$ cat config.mk
export PLATFORM = sky130hd
export DESIGN_NAME = instruction_sequencer
export DESIGN_NICKNAME = d
export VERILOG_FILES = /design/src/rtl/instruction_sequencer.sv
export SDC_FILE = /design/constraint.sdc
export NUM_CORES = 1
export LEC_CHECK = 0
export BUFFER_PORTS_ARGS = -buffer_cell sky130_fd_sc_hd__buf_2
export CORE_MARGIN = 1
export CORE_UTILIZATION = 56
export CTS_CLUSTER_DIAMETER = 200
export DETAILED_ROUTE_END_ITERATION = 6
export HOLD_SLACK_MARGIN = 0.06
export PLACE_DENSITY = 0.83
export SETUP_SLACK_MARGIN = 0.3
export SLEW_MARGIN = 20
export SYNTH_ARGS = -nofsm -noshare
export SYNTH_HDL_FRONTEND = slang
export SYNTH_SLANG_ARGS = --single-unit
$ cat constraint.sdc
create_clock -name clock_in -period 5.61 [get_ports clock_in]
set_clock_uncertainty 0.1 [all_clocks]
set_input_delay 0.561 -clock clock_in [delete_from_list [all_inputs] [get_ports clock_in]]
set_output_delay 0.561 -clock clock_in [all_outputs]
set_load 0.01 [all_outputs]
$ cat src/rtl/instruction_sequencer.sv
// Program sequencer: fetches words from synchronous instruction memory, issues them to the cpu,
// stalls on tensor operate words and halts on 16'hFFFF. Optional single-step: SEQUENCER_SINGLE_STEP_EN.
module instruction_sequencer #(
    parameter int unsigned PROGRAM_DEPTH  = 1024,
    parameter int unsigned TENSOR_TIMEOUT = 255,
    parameter logic [15:0] NOP_WORD       = 16'h9000,
    localparam int unsigned AW            = $clog2(PROGRAM_DEPTH)
) (
    input  logic          clock_in,
    input  logic          reset_n_in,
    input  logic          start_in,
`ifdef SEQUENCER_SINGLE_STEP_EN
    input  logic          step_mode_in,
    input  logic          step_in,
`endif
    output logic          imem_read_enable_out,
    output logic [AW-1:0] imem_address_out,
    input  logic [15:0]   imem_data_in,
    input  logic          tensor_core_done_in,
    output logic [15:0]   current_instruction_out,
    output logic          instruction_valid_out,
    output logic [AW-1:0] program_counter_out,
    output logic          busy_out,
    output logic          halted_out,
    output logic          fault_out,
    output logic [15:0]   issue_count_out
);

    localparam int unsigned TMO_W   = $clog2(TENSOR_TIMEOUT + 1);
    localparam logic [AW-1:0] LAST_PC = AW'(PROGRAM_DEPTH - 1);
    localparam logic [TMO_W-1:0] TMO_LAST = TMO_W'(TENSOR_TIMEOUT - 1);
    localparam logic [15:0] SENTINEL = 16'hFFFF;
    localparam logic [3:0]  OP_TENSOR = 4'b0101;

    localparam logic [2:0] ST_IDLE   = 3'd0;
    localparam logic [2:0] ST_FETCH  = 3'd1;
    localparam logic [2:0] ST_ISSUE  = 3'd2;
    localparam logic [2:0] ST_WAIT   = 3'd3;
    localparam logic [2:0] ST_HALTED = 3'd4;
`ifdef SEQUENCER_SINGLE_STEP_EN
    localparam logic [2:0] ST_STEP   = 3'd5;
`endif

    logic [2:0]       state_q, state_d;
    logic [AW-1:0]    pc_q, pc_d;
    logic [15:0]      instr_q, instr_d;
    logic             valid_q, valid_d;
    logic             rd_en_q, rd_en_d;
    logic             busy_q, busy_d;
    logic             halted_q, halted_d;
    logic             fault_q, fault_d;
    logic [15:0]      count_q, count_d;
    logic [TMO_W-1:0] tmo_q, tmo_d;
    logic [2:0]       resume_st_c;

    // Where the sequencer goes whenever it is ready for the next fetch
`ifdef SEQUENCER_SINGLE_STEP_EN
    assign resume_st_c = step_mode_in ? ST_STEP : ST_FETCH;
`else
    assign resume_st_c = ST_FETCH;
`endif

    always_comb begin
        state_d  = state_q;
        pc_d     = pc_q;
        instr_d  = NOP_WORD;
        valid_d  = 1'b0;
        fault_d  = fault_q;
        count_d  = count_q;
        tmo_d    = tmo_q;

        case (state_q)
            ST_IDLE, ST_HALTED: begin
                if (start_in) begin
                    state_d = resume_st_c;
                    pc_d    = '0;
                    fault_d = 1'b0;
                    count_d = '0;
                end
            end
            ST_FETCH: begin
                state_d = ST_ISSUE;
            end
            ST_ISSUE: begin
                if (imem_data_in == SENTINEL) begin
                    state_d = ST_HALTED;
                end else begin
                    instr_d = imem_data_in;
                    valid_d = 1'b1;
                    count_d = (count_q == 16'hFFFF) ? count_q : count_q + 16'd1;
                    // Last address issued: stop without wrapping the PC
                    if (pc_q == LAST_PC) begin
                        state_d = ST_HALTED;
                        fault_d = 1'b1;
                    end else begin
                        pc_d = pc_q + AW'(1);
                        if (imem_data_in[15:12] == OP_TENSOR) begin
                            state_d = ST_WAIT;
                            tmo_d   = '0;
                        end else begin
                            state_d = resume_st_c;
                        end
                    end
                end
            end
            ST_WAIT: begin
                tmo_d = tmo_q + TMO_W'(1);
                // First wait cycle is the operate issue cycle; a stale done is ignored there
                if ((tmo_q != '0) && tensor_core_done_in) begin
                    state_d = resume_st_c;
                end else if (tmo_q == TMO_LAST) begin
                    state_d = ST_HALTED;
                    fault_d = 1'b1;
                end
            end
`ifdef SEQUENCER_SINGLE_STEP_EN
            ST_STEP: begin
                if (step_in) begin
                    state_d = ST_FETCH;
                end
            end
`endif
            default: begin
                state_d = ST_IDLE;
            end
        endcase

        rd_en_d  = (state_d == ST_FETCH);
        halted_d = (state_d == ST_HALTED);
        busy_d   = (state_d != ST_IDLE) && (state_d != ST_HALTED);
    end

    always_ff @(posedge clock_in) begin
        if (!reset_n_in) begin
            state_q  <= ST_IDLE;
            pc_q     <= '0;
            instr_q  <= NOP_WORD;
            valid_q  <= 1'b0;
            rd_en_q  <= 1'b0;
            busy_q   <= 1'b0;
            halted_q <= 1'b0;
            fault_q  <= 1'b0;
            count_q  <= '0;
            tmo_q    <= '0;
        end else begin
            state_q  <= state_d;
            pc_q     <= pc_d;
            instr_q  <= instr_d;
            valid_q  <= valid_d;
            rd_en_q  <= rd_en_d;
            busy_q   <= busy_d;
            halted_q <= halted_d;
            fault_q  <= fault_d;
            count_q  <= count_d;
            tmo_q    <= tmo_d;
        end
    end

    assign imem_read_enable_out    = rd_en_q;
    assign imem_address_out        = pc_q;
    assign current_instruction_out = instr_q;
    assign instruction_valid_out   = valid_q;
    assign program_counter_out     = pc_q;
    assign busy_out                = busy_q;
    assign halted_out              = halted_q;
    assign fault_out               = fault_q;
    assign issue_count_out         = count_q;

endmodule

==> flow_metrics.env <==
export IMPL_tns_ns=0
export IMPL_synth_warnings=0
export IMPL_synth_fp_nets=336
export IMPL_synth_seq_cells=58
export IMPL_max_freq_mhz=429
export IMPL_wirelength_um=6450
export IMPL_design_core_area_mm2=0.00472
export IMPL_power_density_mw_per_mm2=279
export IMPL_hpwlAfterDp_um=4510
export IMPL_via_count=2621
export IMPL_critPathSlowestCell="nor2_1"
export IMPL_holdCritStartpoint="imem_data_in[8]"
export IMPL_path_buf_inv=0
export IMPL_synth_ff_type="dfxtp_1"
export IMPL_ir_drop_mv=0.177
export IMPL_antennaDiodeCount=0
export IMPL_post_cts_buffers=0
export IMPL_grt_pass1_vias=2270
export IMPL_reg2regPathDepth=4
export IMPL_cp_top_family="simple AND/OR/NAND/NOR gates"
export IMPL_rr_startpoint="state_q[0]"
export IMPL_critPathMaxStageDelay_ns=0.77
export IMPL_dp_cells=435
export IMPL_drc=0
export IMPL_crit_arrival_ns=2.49
export IMPL_yosys_top_cells_area="dfxtp_1, nand2_1, and2_1, nand4_1, a21oi_1"
export IMPL_clock_path_buffers=2
export IMPL_clock_root_buffer="clkbuf_8"
export IMPL_synth_cell_types=56
export IMPL_path_depth=4
export IMPL_synthTopCellsByCount="dfxtp_1, nand2_1, a21oi_1, and2_1, nand4_1"
export IMPL_dieArea_mm2=0.00522
export IMPL_path_class="flip-flop to flip-flop"
export IMPL_cap_violations=0
export IMPL_drive_gt1_frac=0.289
export IMPL_holdPathStages=2
export IMPL_path_max_fanout=17
export IMPL_ant_nets=0
export IMPL_finalSetupViolations=0
export IMPL_netlist_instances=311
export IMPL_grt_max_degree=21
export IMPL_cts_made_buffers=9
export IMPL_dr_pass1_iters=4
export IMPL_yosys_cell_count_top_type="dfxtp_1"
export IMPL_finalHoldViolCount=0
export IMPL_status="finished clean"
export IMPL_synth_edf_count=0
export IMPL_gp_congestion=0.870
export IMPL_whs_endpoint="current_instruction_out[8]"
export IMPL_crit_chain="nor3b_2 -> nor2_1 -> o311ai_0 -> o31ai_1"
export IMPL_cts_max_level=3
export IMPL_wl_per_cell_um=14.3
export IMPL_finalCritPeriodShare=0.416
export IMPL_p_leak_nw=1.40
export IMPL_cts_sinks=58
export IMPL_yosysTopAreaCellShare=0.420
export IMPL_grt_setup_unrepaired="false"
export IMPL_fillers=362
export IMPL_drv_slew=0
export IMPL_synth_top_area_cell="dfxtp_1"
export IMPL_regToRegSetupSlack_ns=3.28
export IMPL_cts_tree="done"
export IMPL_fp_dieH_um=72.2
export IMPL_multi_input_area_mm2=0.00144
export IMPL_syn_cell_area_mm2=0.00276
export IMPL_cts_resized=0
export IMPL_holdBufCountCts=0
export IMPL_layout_area_seq_mm2=0.00116
export IMPL_nets=404
export IMPL_worstMarginPinSlew_ns=0.953
export IMPL_initial_core_util=0.585
export IMPL_ios=77
export IMPL_crit_path_start_kind="flip-flop"
export IMPL_track_usage=0.260
export IMPL_io_buffers=76
export IMPL_clock_latency_ns=0.35
export IMPL_antenna_found_initial=0
export IMPL_seq_area_frac_synth=0.420
export IMPL_holdCritPathClass="input pin to flip-flop"
export IMPL_whs_ns=0.328
export IMPL_clkSlewWorstSetupHoldPaths_ns=0.07
export IMPL_grt_overflow=0
export IMPL_endpoint_kind="flip-flop"
export IMPL_synthArstFlopShare=0
export IMPL_viasPerCell=5.81
export IMPL_r2r_end="issue_count_out[7]"
export IMPL_syn_to_final_growth_pct=19.5
export IMPL_period_needed_ns=2.33
export IMPL_drt_initial_drc_count=185
export IMPL_grt_pass1_wl_um=10500
export IMPL_rows=25
export IMPL_fp_dieW_um=72.2
export IMPL_finalNonFillerCells=451
export IMPL_synth_area_per_cell_um2=8.88
export IMPL_cp_required_ns=5.77
export IMPL_max_slew_margin_rel=0.363
## layout make-up
type / instances / share of cell area
clock inverters: 7 / 0.0212
repair buffers: 76 / 0.115
flip-flops and latches: 58 / 0.352
well taps: 67 / 0.0254
clock buffers: 9 / 0.0375
inverters: 11 / 0.0125
multi-input cells: 223 / 0.436
## routing by layer
layer	GRT usage	vias up	wire [um]
met5	0	-	0
met4	0.135	0	136
met3	0.0542	13	463
met2	0.412	95	3060
met1	0.335	1231	2800
li1	-	1282	-
## cell usage in the layout (no fill, tap or decap), types with 2 or more instances in the layout
cell type	Yosys	layout
nand2b_1	4	4
and2_1	17	17
mux2i_1	7	7
nor2_1	14	14
o21ai_0	11	11
nor2b_1	2	2
a211oi_1	2	2
nor4_1	4	4
xnor2_1	2	2
nand2_1	31	31
ha_1	5	5
a41o_1	2	2
nand4b_1	4	4
or3_1	9	9
a21oi_1	17	17
o31ai_1	4	4
inv_1	11	11
and3_1	2	2
or3_2	4	4
buf_2	2	76
dfxtp_1	58	58
nand3_1	14	14
and4_1	2	2
nand4_1	15	15
a31o_2	3	3
o221ai_1	2	2
clkinv_2	0	3
nor3_1	8	8
a31oi_1	3	3
clkinv_4	0	2
or4_1	5	5
clkbuf_8	0	9
nor3b_2	2	2
o211ai_1	5	5
a311oi_1	2	2
## cells by family (layout without fill, tap and decap cells)
| logic type | after synthesis | in the layout | synth area share |
|---|---|---|---|
| DFF | 58 | 58 | 0.420 |
| xor gates and xnor gates | 2 | 2 | 0.00634 |
| and+or+nand+nor | 146 | 146 | 0.305 |
| adders and majority gates | 5 | 5 | 0.0227 |
| AOI/OAI and AO/OA | 63 | 63 | 0.162 |
| buffers and inverters | 30 | 103 | 0.0580 |
| muxes | 7 | 7 | 0.0254 |
## registers in the layout, summed over array words and instances, names as in the netlist
| name | count |
|---|---|
| current_instruction_out | 16 |
| issue_count_out | 16 |
| imem_address_out | 10 |
| tmo_q | 8 |
| state_q | 3 |
| busy_out | 1 |
| fault_out | 1 |
| halted_out | 1 |
| imem_read_enable_out | 1 |
| instruction_valid_out | 1 |
## power breakdown
group	switching, mW	internal [mW]	leakage, nW
clock network	0.172	0.204	0.0990
registers	0.0125	0.425	0.469
logic	0.0680	0.0384	0.830
## worst max path at each step
stage	from	to
6_report	state_q[0]	issue_count_out[7]
5_1_grt	state_q[0]	issue_count_out[7]
4_1_cts	state_q[0]	issue_count_out[12]
3_5_place_dp	reset_n_in	issue_count_out[7]
3_3_place_gp	reset_n_in	issue_count_out[7]
2_1_floorplan	imem_data_in[9]	issue_count_out[9]
## metrics by stage
stage	instance area (um^2)	setup WS, ns	power, mW	utilization
floorplan	2760	3.57	0.518	-
global placement	3110	3.21	0.549	0.658
detailed placement	3110	3.09	0.551	0.658
CTS	3300	3.30	0.922	0.699
global route	3300	3.11	0.950	0.699
finish	3300	3.28	0.919	0.699
Note: power is estimated with default switching activity, not from simulation.
